<file path="config.mk">
export PLATFORM = sky130hd
export DESIGN_NAME = regfile_wb_arbiter
export DESIGN_NICKNAME = d
export VERILOG_FILES = /design/src/rtl/regfile_wb_arbiter.sv
export SDC_FILE = /design/constraint.sdc
export NUM_CORES = 1
export LEC_CHECK = 0
export CAP_MARGIN = 25
export CORE_ASPECT_RATIO = 1.2
export CORE_MARGIN = 1
export CORE_UTILIZATION = 35
export CTS_BUF_LIST = sky130_fd_sc_hd__clkbuf_8 sky130_fd_sc_hd__clkbuf_16
export DETAILED_ROUTE_END_ITERATION = 16
export PLACE_DENSITY = 0.77
export SYNTH_ARGS = -nofsm -noshare
export SYNTH_HDL_FRONTEND = slang
export SYNTH_SLANG_ARGS = --single-unit
</file>
<file path="constraint.sdc">
create_clock -name clk -period 4.39 [get_ports clk]
set_input_delay 1.317 -clock clk [delete_from_list [all_inputs] [get_ports clk]]
set_output_delay 1.317 -clock clk [all_outputs]
set_load 0.02 [all_outputs]
</file>
<file path="src/rtl/regfile_wb_arbiter.sv">
// Round-robin arbiter that funnels register-file writebacks from NumReq requesters
// into a single registered output slot, discarding writes to x0 and counting them.
module regfile_wb_arbiter #(
    parameter int NumReq       = 3,
    parameter int RegWidth     = 32,
    parameter int RegAddrWidth = 5
) (
    input  logic                                         clk,
    input  logic                                         nrst,
    input  logic [NumReq-1:0]                            req_valid,
    input  logic [NumReq-1:0][RegWidth+RegAddrWidth-1:0] req_data,
    output logic [NumReq-1:0]                            req_ready,
    output logic                                         wb_valid,
    output logic [RegWidth+RegAddrWidth-1:0]             wb_data,
    input  logic                                         wb_ready,
    output logic [7:0]                                   drop_cnt
);

    localparam int PtrW = $clog2(NumReq);

    // Transport layout: value in the upper bits, register address in the lower bits.
    typedef struct packed {
        logic [RegWidth-1:0]     value;
        logic [RegAddrWidth-1:0] addr;
    } reg_transport_t;

    logic [PtrW-1:0] ptr_q, ptr_d;
    reg_transport_t  wb_data_q, wb_data_d;
    logic            wb_valid_q, wb_valid_d;
    logic [7:0]      drop_cnt_q, drop_cnt_d;

    logic            slot_free;
    logic            grant_any;
    logic [PtrW-1:0] grant_idx;
    reg_transport_t  grant_data;

    always_comb begin
        // NOTE: every signal written here gets a default first so no path leaves it unassigned (no latch).
        int idx;
        idx       = 0;
        slot_free = !wb_valid_q || wb_ready;
        grant_any = 1'b0;
        grant_idx = '0;
        for (int k = 0; k < NumReq; k++) begin
            idx = int'(ptr_q) + k;
            if (idx >= NumReq) idx = idx - NumReq;
            if (!grant_any && req_valid[idx]) begin
                grant_any = 1'b1;
                grant_idx = PtrW'(idx);
            end
        end
        // Reset and a busy slot both suppress every grant.
        if (!nrst || !slot_free) grant_any = 1'b0;
        req_ready  = grant_any ? (NumReq'(1) << grant_idx) : '0;
        grant_data = reg_transport_t'(req_data[grant_idx]);
    end

    always_comb begin
        ptr_d      = ptr_q;
        wb_data_d  = wb_data_q;
        wb_valid_d = wb_valid_q;
        drop_cnt_d = drop_cnt_q;
        if (wb_valid_q && wb_ready) wb_valid_d = 1'b0;
        if (grant_any) begin
            ptr_d = (grant_idx == PtrW'(NumReq - 1)) ? '0 : grant_idx + 1'b1;
            if (grant_data.addr != '0) begin
                wb_data_d  = grant_data;
                wb_valid_d = 1'b1;
            end else if (drop_cnt_q != 8'hFF) begin
                drop_cnt_d = drop_cnt_q + 8'd1;
            end
        end
    end

    // NOTE: sequential state uses non-blocking assignments so all flops sample pre-edge values together.
    always_ff @(posedge clk or negedge nrst) begin
        if (!nrst) begin
            ptr_q      <= '0;
            wb_data_q  <= '0;
            wb_valid_q <= 1'b0;
            drop_cnt_q <= 8'd0;
        end else begin
            ptr_q      <= ptr_d;
            wb_data_q  <= wb_data_d;
            wb_valid_q <= wb_valid_d;
            drop_cnt_q <= drop_cnt_d;
        end
    end

    assign wb_valid = wb_valid_q;
    assign wb_data  = wb_data_q;
    assign drop_cnt = drop_cnt_q;

endmodule

</file>
Word-level counts from Yosys, hierarchy flattened:

Cells that the tools add are included.

* register bits after elaboration: 48
* input bits: 117
* logic and storage cells: 62
* output and inout port bits: 49

* shift operators: 1
* magnitude comparators: 7
* add/sub/neg operators: 7
* bitwise operators: 1
* eq/ne operators: 2
* mux-type cells: 26
* reductions and logical operators: 13

Operators by type and width (count)
* $lt A32 B4 Y1 const B: 3
* $mux W32: 3
* $bmux W37 S2: 1
* $mux W37: 1
* $mux W1: 13
* $add A8 B1 Y8 const B: 1
* $mux W2: 4
* $ne A8 B8 Y1 const B: 1
* $sub A3 B2 Y4 const B: 2
* $bmux W1 S2: 3
* $ge A3 B2 Y1 const B: 2
* $logic_not A1 Y1: 5
* $reduce_bool A5 Y1: 1
* $add A2 B1 Y3 const B: 1
* $add A2 B2 Y3 const B: 1
* $logic_and A1 B1 Y1: 3
* $lt A2 B3 Y1 const B: 1
* $mux W3: 1
* $reduce_and A3 Y1: 1
* $shl A1 B2 Y3 const A: 1
* $sub A2 B2 Y3 const B: 1
* $add A2 B1 Y2 const B: 1
* $eq A2 B2 Y1 const B: 1
* $ge A2 B2 Y1 const B: 1
* 3 further kinds: 4

Logic depth before layout (Yosys ltp):

Gate-level depths: netlist of the first run.

* word-level depth: 17
* depth in mapped cells: 14
* depth with buffers taken out: 10

Worst setup path before layout of the first run:

Ideal clock, no wire load.

* path type: input port to output port
* from: input port req_valid[0]
* to: output port req_ready[0]
* required time: 3073 ps
* cell stages on the path: 6
* arrival time: 2864 ps
* path slack: 209 ps
* buffers on the path: 0
* path through: mux2_4 -> a22oi_4 -> inv_1 -> o311ai_1 -> or2_2 -> nor2_1

* longest elaborated chain between the ends: 12
* elaborated cells on any way between the ends: 22
* classes of those cells: shift: 1; mux: 17; reduce/logical: 4

RTL lines
* from (decl): line 10 `input logic [NumReq-1:0] req_valid,`
* $bmux W1 S2: line 47 `if (!grant_any && req_valid[idx]) begin`
* $mux W1 (implied by the code) (2 in series): line 47
* $mux W1: line 47
* $logic_not A1 Y1: line 47
* $logic_and A1 B1 Y1: line 47
* $mux W1: line 47
* $logic_not A1 Y1: line 47
* $logic_and A1 B1 Y1: line 47
* $mux W2 / $mux W1 (equally long branches): line 47
* $shl A1 B2 Y3 / $mux W1 (equally long branches): line 54, 53
* $mux W3 (*): line 54 `req_ready = grant_any ? (NumReq'(1) << grant_idx) : '0;`
* to (decl): line 12 `output logic [NumReq-1:0] req_ready,`

Mark *: on every way between the ends. The rest lies on a longest branch, timed or not. The select of a mux whose other input is x is not followed.

Final worst setup path of the first run:

* from: input port req_valid[2]
* to: output port req_ready[1]

Same word-level chain as after synthesis.

==> flow_metrics.env, run 1 <==
export IMPL_outcome="complete, no violations"
export IMPL_core_um2=8560
export IMPL_fmax_mhz=232
export IMPL_async_flop_share_pct=100
export IMPL_synth_edff_count=0
export IMPL_fin_setup_tns_ns=0
export IMPL_rsz0062_at_grt="no"
export IMPL_multi_input_area_um2=1780
export IMPL_start_util_pct=35.9
export IMPL_setup_viol=0
export IMPL_clkLatencyLatePin_ns=0.29
export IMPL_wl_um=8660
export IMPL_cts_tree="done"
export IMPL_maxCapViolations=0
export IMPL_avgViaCountPerCell=4.87
export IMPL_drt_first_iter_violations=118
export IMPL_synth_avg_cell_area_um2=10.3
export IMPL_synth_distinct_cells=44
export IMPL_first_global_vias=2900
export IMPL_period_share_pct=98.0
export IMPL_regArea_um2=1200
export IMPL_n_antenna_cell=0
export IMPL_nets=596
export IMPL_postRouteAntennaNets=0
export IMPL_antenna_found_initial=0
export IMPL_grt_pass1_wl_um=13500
export IMPL_cts_htree_levels=2
export IMPL_seq_area_frac_synth_pct=39.1
export IMPL_p_per_area_nw_per_um2=701
export IMPL_via_count=2873
export IMPL_finalHoldViolCount=0
export IMPL_path_max_fanout=4
export IMPL_slew_viol_final=0
export IMPL_yosys_top_cells_count="48 x dfrtp_1, 41 x nand2_1, 39 x o21ai_0"
export IMPL_start_kind="primary input"
export IMPL_rows=37
export IMPL_path_class="primary input to output pin"
export IMPL_drc_errors=0
export IMPL_num_fill_cells=731
export IMPL_synth_area_leader_cell="dfrtp_1"
export IMPL_gr_total_overflow=0
export IMPL_track_usage_pct=18.6
export IMPL_die_w_um=87.5
export IMPL_die_y_um=105
export IMPL_netlist_instances=297
export IMPL_cp_end_kind="output pin"
export IMPL_clkSinkCount=48
export IMPL_synth_top_cell_area_share_pct=39.1
export IMPL_finalWorstSetupSlack_ns=0.0862
export IMPL_synth_flop_cell="dfrtp_1"
export IMPL_period_needed_ns=4.30
export IMPL_whs_ns=0.502
export IMPL_die_area_um2=9150
export IMPL_synth_net_count=419
export IMPL_ios=166
export IMPL_maxSlewHeadroom_pct=59.5
export IMPL_ys_ff_latch=48
export IMPL_ir_drop_uv=335
export IMPL_r2r_slack_ns=0.96
export IMPL_synth_area_leaders="dfrtp_1 39%, mux2i_1 12%, mux2_2 7.7%"
export IMPL_cp_required_ns=3.07
export IMPL_grt_max_degree=49
export IMPL_yosysMostFrequentCell="dfrtp_1"
export IMPL_clk_pin_slew_worst_paths_ns=0.08
export IMPL_drive_gt1_share_pct=16.9
export IMPL_routedWlPerCell_um=14.7
export IMPL_ys_warnings_count=0
export IMPL_pre_cts_slack_ns=-0.436
export IMPL_hold_buffers=0
export IMPL_numCtsBuffers=5
export IMPL_synth_area_um2=3070
export IMPL_port_buffers=165
export IMPL_worstPathArrival_ns=2.99
export IMPL_power_mw=3.57
export IMPL_place_gp_congestion=0.923
export IMPL_dpl_hpwl_um=6730
export IMPL_clock_skew_ns=0.00695
export IMPL_area_growth_pct=65.9
export IMPL_p_leak_nw=2.19
export IMPL_clockBufferDepth=2
export IMPL_worstMarginPinSlew_ns=0.601
export IMPL_min_path_type="register to register"
export IMPL_firstDrtPassIters=5
export IMPL_clockRootBuffer="clkbuf_8"
final timing paths:
check	start	endpoint	cells after the start
worst max-delay path	req_valid[2]	req_ready[1]	8
max in group asynchronous	nrst	wb_data[7]	2
worst min register to register	wb_data[4]	wb_data[4]	1
worst min-delay path	wb_data[4]	wb_data[4]	1
min in group asynchronous	nrst	drop_cnt[5]	2
worst max register to register	ptr_q[0]	wb_data[34]	13
registers in the layout, indices dropped and copies added, names as in the netlist:
name,flops
drop_cnt,8
ptr_q,2
wb_data,37
wb_valid,1
critical path: stages:
cell	delay, ns
clkdlybuf4s50_1	0.51
buf_4	0.16
o2bb2ai_4	0.16
nor2_1	0.06
mux2_2	0.27
a22o_1	0.26
nor2_1	0.11
buf_4	0.14
logic make-up after synthesis:
| logic type | Yosys count | synth area share, % |
|---|---|---|
| fa+ha+maj | 5 | 2.04 |
| xor+xnor | 6 | 1.71 |
| flops | 48 | 39.1 |
| mux | 72 | 26.8 |
| compound gates | 67 | 15.0 |
| simple gates | 72 | 10.8 |
| buf+inv | 27 | 4.56 |
stage by stage:
| step | utilization, % | cells | cell area (um^2) |
|---|---|---|---|
| 6_report | 59.5 | 590 | 5090 |
| 5_1_grt | 59.5 | 590 | 5090 |
| 4_1_cts | 59.1 | 590 | 5060 |
| 3_5_place_dp | 57.8 | 582 | 4950 |
| 3_3_place_gp | 57.8 | 582 | 4950 |
| 2_1_floorplan | - | 297 | 3070 |
power breakdown:
group / internal, mW / total [mW] / switching, mW / leakage [nW]
Clock: 0.164 / 0.301 / 0.138 / 0.0501
Combinational: 1.28 / 2.50 / 1.22 / 1.55
Sequential: 0.649 / 0.767 / 0.118 / 0.583
what timing repair did:
action,4_1_cts,5_1_grt
pin swaps,4,3
endpoints found under the setup margin,3,2
buffers inserted,2,0
resized for setup,14,6
gates cloned,0,0
cell usage in the layout (no fill, tap or decap), types with 9 or more instances in the layout:
cell,n
o21ai_0,39
nand2_1,41
buf_4,21
mux2_2,21
mux2i_1,35
inv_1,9
nor2_1,10
clkdlybuf4s50_1,159
mux2_4,15
dfrtp_1,48
layout make-up:
type                            count  share of cell area (%)
Timing Repair Buffer              187                    36.0
Tap cell                          117                    2.87
Sequential cell                    48                    23.6
Inverter                           10                   0.737
Clock inverter                      1                   0.590
Multi-Input combinational cell    222                    34.9
Clock buffer                        5                    1.35
layer usage:
metal	part of all wire (%)	vias to the layer above	GRT usage, %
met5	0	-	0
met3	7.5	16	5.45
met4	2.0	0	5.27
met1	39	1340	21.9
met2	52	109	32.4
li1	-	1408	-
No activity file was read; power rests on OpenSTA's default activity.
==> inputs of run 2 (changes only) <==
Settings changed: PLACE_DENSITY 0.77 to default, PLACE_DENSITY_LB_ADDON from default to 0.05.
==> run 2 against run 1 <==
Utilization decreased by 0.45 points. Sequential share of layout area is 0.18 points higher. Critical path depth grew 1. Combinational power is 2% lower. Maximum frequency increased by 0.42%. Non-clock buffer count shrank 2. Hold slack better by 0.0019 ns. Worst setup slack better by 0.018 ns. Register-to-register slack got worse by 0.06 ns. Die area did not move. Routed wire length fell by 4.1%. Largest cell class unchanged. Highest routed layer unchanged.
==> flow_metrics.env, run 2 (synthesized netlist as in run 1, its figures left out) <==
export IMPL_gr_total_overflow=0
export IMPL_start_util_pct=35.9
export IMPL_reg2reg_from="ptr_q[0]"
export IMPL_reg2regPathDepth=12
export IMPL_cts_htree_levels=2
export IMPL_outcome="complete, no violations"
export IMPL_cp_end_kind="output pin"
export IMPL_firstDrtPassIters=4
export IMPL_cp_required_ns=3.07
export IMPL_setup_viol=0
export IMPL_cp_depth=9
export IMPL_antenna_found_initial=0
export IMPL_dpl_hpwl_um=6290
export IMPL_fin_util_pct=59.0
export IMPL_combPwrFrac_pct=70.4
export IMPL_track_usage_pct=18.5
export IMPL_ios=166
export IMPL_path_buf_inv=4
export IMPL_die_area_um2=9150
export IMPL_path_cells="clkdlybuf4s50_1 > nand3b_1 > o21ai_2 > buf_4 > buf_4 > a311oi_4 > nor2_4 > nor2_1 > buf_2"
export IMPL_nets=594
export IMPL_hold_buffers=0
export IMPL_via_count=2825
export IMPL_wl_um=8300
export IMPL_clkSinkCount=48
export IMPL_p_leak_nw=2.17
export IMPL_die_y_um=105
export IMPL_pwr_share_clk_pct=7.9
export IMPL_cpMostUsedCell="buf_4"
export IMPL_drt_first_iter_violations=135
export IMPL_layout_common_cells="159 x clkdlybuf4s50_1, 48 x dfrtp_1, 41 x nand2_1"
export IMPL_drive_gt1_share_pct=16.9
export IMPL_core_um2=8560
export IMPL_critPathTopFamily="buffers and inverters"
export IMPL_switching_share_pct=41.7
export IMPL_final_common_cell="clkdlybuf4s50_1"
export IMPL_hold_depth=1
export IMPL_worstPathArrival_ns=2.97
export IMPL_cts_tree="done"
export IMPL_avgViaCountPerCell=4.79
export IMPL_rows=37
export IMPL_die_w_um=87.5
export IMPL_period_needed_ns=4.29
export IMPL_area_growth_pct=64.6
export IMPL_start_kind="primary input"
export IMPL_p_int_mw=2.04
export IMPL_routedWlPerCell_um=14.1
export IMPL_p_switching_mw=1.46
export IMPL_drc_errors=0
export IMPL_place_area_um2=4920
export IMPL_reg2reg_to="wb_data[36]"
export IMPL_hold_end="wb_data[2]"
export IMPL_postRouteAntennaNets=0
export IMPL_slew_viol_final=0
export IMPL_maxSlewHeadroom_pct=55.5
export IMPL_clkLatencyLatePin_ns=0.30
export IMPL_rsz0062_at_grt="no"
export IMPL_worstMarginPinSlew_ns=0.661
export IMPL_min_path_type="register to register"
export IMPL_crit_slowest_cell="clkdlybuf4s50_1"
export IMPL_p_per_area_nw_per_um2=692
export IMPL_first_global_vias=2761
export IMPL_n_antenna_cell=0
export IMPL_period_share_pct=97.6
export IMPL_clk_pin_slew_worst_paths_ns=0.09
export IMPL_port_buffers=165
export IMPL_min_from="wb_data[2]"
export IMPL_path_max_fanout=3
export IMPL_seqPwrFrac_pct=21.7
export IMPL_clock_skew_ns=0.00446
export IMPL_clockRootBuffer="clkbuf_8"
export IMPL_final_area_um2=5050
export IMPL_largest_reg_flops=37
export IMPL_fmax_mhz=233
export IMPL_clockBufferDepth=2
export IMPL_r2r_slack_ns=0.90
export IMPL_cp_slowest_stage_delay_ns=0.44
export IMPL_finalHoldViolCount=0
export IMPL_ir_drop_uv=297
export IMPL_maxCapViolations=0
export IMPL_path_class="primary input to output pin"
export IMPL_place_gp_congestion=0.927
export IMPL_grt_max_degree=73
export IMPL_grt_pass1_wl_um=13500
export IMPL_numCtsBuffers=5
==> run 2: cell count changes in the layout (fill, tap and decap cells not counted) <==
cell             delta
bufinv_16           -1
nor2_1              -1
or2_4               -1
clkbuf_8            +1
buf_4               -1
or2_2               +1
inv_1               +1
clkinvlp_4          +1
buf_12              -1
clkdlybuf4s15_2     -1
nor2_2              +1
buf_2               +1
==> run 2: layout make-up <==
cell class / instances / area (um^2)
tap: 117 / 146
inverter: 10 / 37.5
sequential: 48 / 1200
fill: 768 / 3510
clock buffer: 6 / 82.6
clock inverter: 2 / 11.3
timing repair buffer: 185 / 1800
multi-input combinational: 222 / 1780
==> run 2: repair_timing <==
action / in CTS / in global routing
resized for setup: 16 / 5
setup buffers: 2 / 0
endpoints found under the setup margin: 3 / 3
pin swaps: 2 / 0
==> run 2: worst max-delay path by stage <==
stage | startpoint | end
final | req_valid[2] | req_ready[0]
after global routing | req_valid[2] | req_ready[1]
after CTS | req_valid[0] | req_ready[2]
after detailed placement | req_valid[1] | req_ready[1]
after global placement | req_valid[1] | req_ready[1]
after floorplan | req_valid[0] | req_ready[0]
==> run 2: power groups by stage <==
stage | registers (mW) | clock network, mW | logic, mW
after floorplan | 0.991 | 0 | 1.36
after global placement | 0.758 | 0 | 2.42
after detailed placement | 0.768 | 0 | 2.45
after CTS | 0.761 | 0.288 | 2.48
after global routing | 0.786 | 0.299 | 2.67
final | 0.759 | 0.276 | 2.46
==> run 2: metrics by stage <==
stage / worst slack, ns / power [mW] / hold WS, ns / setup TNS (ns) / std cells
3_5_place_dp: -0.501 / 3.22 / 0.479 / -1.29 / 580
2_1_floorplan: 0.209 / 2.35 / 0.495 / 0 / 297
3_3_place_gp: -0.429 / 3.18 / 0.477 / -1.07 / 580
5_1_grt: 0.00906 / 3.75 / 0.517 / 0 / 590
6_report: 0.104 / 3.50 / 0.504 / 0 / 590
4_1_cts: 0.0103 / 3.53 / 0.504 / 0 / 590
==> run 2: metal layers <==
| layer | global-route usage [%] | part of all wire (%) | vias to the layer above |
|---|---|---|---|
| met4 | 4.10 | 0.82 | 0 |
| met2 | 31.6 | 51 | 95 |
| li1 | - | - | 1407 |
| met3 | 4.66 | 7.2 | 6 |
| met5 | 0 | 0 | - |
| met1 | 23.2 | 41 | 1317 |
==> inputs of run 3 (changes only) <==
Settings changed: CTS_BUF_LIST sky130_fd_sc_hd__clkbuf_8 sky130_fd_sc_hd__clkbuf_16 to sky130_fd_sc_hd__clkbuf_16, DONT_BUFFER_PORTS from default to 1.
Clock period 4.39 ns to 5 ns, I/O delays scaled along.
==> run 3 against run 2 <==
Worst setup slack better by 0.51 ns. Utilization is 20 points lower. Clock power up 38%. Die area stayed put. Register-to-register slack improved by 0.44 ns. Largest cell class is now multi-input combinational cells. Highest routed layer unchanged.
==> flow_metrics.env, run 3 (synthesized netlist as in run 1, its figures left out) <==
export IMPL_die_w_um=87.5
export IMPL_fin_setup_tns_ns=0
export IMPL_setup_viol=0
export IMPL_path_class="primary input to output pin"
export IMPL_drc_errors=0
export IMPL_nets=414
export IMPL_cp_end_kind="output pin"
export IMPL_clock_skew_ns=0.00487
export IMPL_cts_resized=0
export IMPL_hold_buffers=0
export IMPL_cts_tree="done"
export IMPL_num_fill_cells=866
export IMPL_hold_end="ptr_q[1]"
export IMPL_drt_first_iter_violations=68
export IMPL_drive_gt1_share_pct=19.5
export IMPL_slew_viol_final=0
export IMPL_maxCapViolations=0
export IMPL_min_path_type="register to register"
export IMPL_r2r_slack_ns=1.34
export IMPL_gr_total_overflow=0
export IMPL_largest_reg_flops=37
export IMPL_clkLatencyLatePin_ns=0.28
export IMPL_dpl_hpwl_um=5120
export IMPL_worstMarginPinSlew_ns=0.653
export IMPL_cts_htree_levels=2
export IMPL_rsz0062_at_grt="no"
export IMPL_core_um2=8560
export IMPL_grt_pass1_wl_um=10500
export IMPL_wl_um=6850
export IMPL_clockRootBuffer="clkbuf_16"
export IMPL_reg2reg_to="wb_data[36]"
export IMPL_area_growth_pct=8.92
export IMPL_clkSinkCount=48
export IMPL_p_leak_nw=1.47
export IMPL_first_global_vias=2029
export IMPL_path_max_fanout=8
export IMPL_avgViaCountPerCell=5.30
export IMPL_place_gp_congestion=0.715
export IMPL_firstDrtPassIters=4
export IMPL_clockBufferDepth=2
export IMPL_reg2regPathDepth=11
export IMPL_cp_required_ns=3.50
export IMPL_fmax_mhz=228
export IMPL_period_needed_ns=4.39
export IMPL_reg2reg_from="ptr_q[0]"
export IMPL_clk_pin_slew_worst_paths_ns=0.06
export IMPL_die_area_um2=9150
export IMPL_period_share_pct=87.8
export IMPL_min_from="ptr_q[1]"
export IMPL_ir_drop_uv=279
export IMPL_numCtsBuffers=5
export IMPL_start_kind="primary input"
export IMPL_antenna_found_initial=0
export IMPL_outcome="complete, no violations"
export IMPL_fin_util_pct=39.1
export IMPL_worstPathArrival_ns=2.89
export IMPL_routedWlPerCell_um=16.7
export IMPL_regArea_um2=1200
export IMPL_ios=166
export IMPL_cts_setup_buffers=0
export IMPL_maxSlewHeadroom_pct=56.0
export IMPL_n_antenna_cell=0
export IMPL_start_util_pct=35.9
export IMPL_final_common_cell="dfrtp_1"
export IMPL_p_per_area_nw_per_um2=794
export IMPL_rows=37
export IMPL_postRouteAntennaNets=0
export IMPL_grt_max_degree=51
export IMPL_finalHoldViolCount=0
export IMPL_hold_depth=2
export IMPL_track_usage_pct=14.7
export IMPL_port_buffers=0
export IMPL_via_count=2175
export IMPL_multi_input_area_um2=1740
export IMPL_die_y_um=105
export IMPL_layout_common_cells="48 x dfrtp_1, 41 x nand2_1, 39 x o21ai_0"
[run 3: worst max path at each step]
| stage | to | from |
|---|---|---|
| 2_1_floorplan | req_ready[0] | req_valid[0] |
| 3_3_place_gp | req_ready[0] | req_valid[1] |
| 3_5_place_dp | req_ready[0] | req_valid[1] |
| 4_1_cts | req_ready[0] | req_valid[1] |
| 5_1_grt | req_ready[0] | req_valid[1] |
| 6_report | req_ready[0] | req_valid[1] |
[run 3: per-layer routing]
| metal | vias to the layer above | wire, um | track usage, % |
|---|---|---|---|
| li1 | 1046 | - | - |
| met1 | 1015 | 2790 | 18.0 |
| met2 | 106 | 3490 | 25.1 |
| met3 | 8 | 479 | 3.55 |
| met4 | 0 | 85 | 4.33 |
| met5 | - | 0 | 0 |
[run 3: area by class of cell]
type / instances / share of cell area [%]
Sequential cell: 48 / 35.9
Clock inverter: 3 / 1.27
Timing Repair Buffer: 5 / 1.50
Clock buffer: 5 / 3.74
Inverter: 10 / 1.12
Tap cell: 117 / 4.38
Multi-Input combinational cell: 222 / 52.1
[run 3: per-stage QoR]
stage | total power [mW] | cells | hold slack [ns] | area, um^2 | setup slack (ns)
floorplan | 2.06 | 297 | 0.495 | 3070 | 0.453
global placement | 2.31 | 402 | 0.561 | 3180 | 0.622
detailed placement | 2.31 | 402 | 0.555 | 3180 | 0.604
CTS | 2.70 | 410 | 0.571 | 3340 | 0.607
global route | 2.86 | 410 | 0.630 | 3340 | 0.467
finish | 2.66 | 410 | 0.565 | 3340 | 0.611
[run 3: critical path, cell delays in order]
cell	delay (ns)
mux2i_1	0.08
o2bb2ai_2	0.36
o311ai_1	0.13
buf_4	0.18
or2_2	0.30
nor2_1	0.35
[run 3: where the power goes]
part	leakage, nW	switching, mW	internal (mW)
sequential	0.583	0.342	0.569
clock	0.0814	0.146	0.235
combinational	0.806	0.691	0.672
total	1.47	1.18	1.48
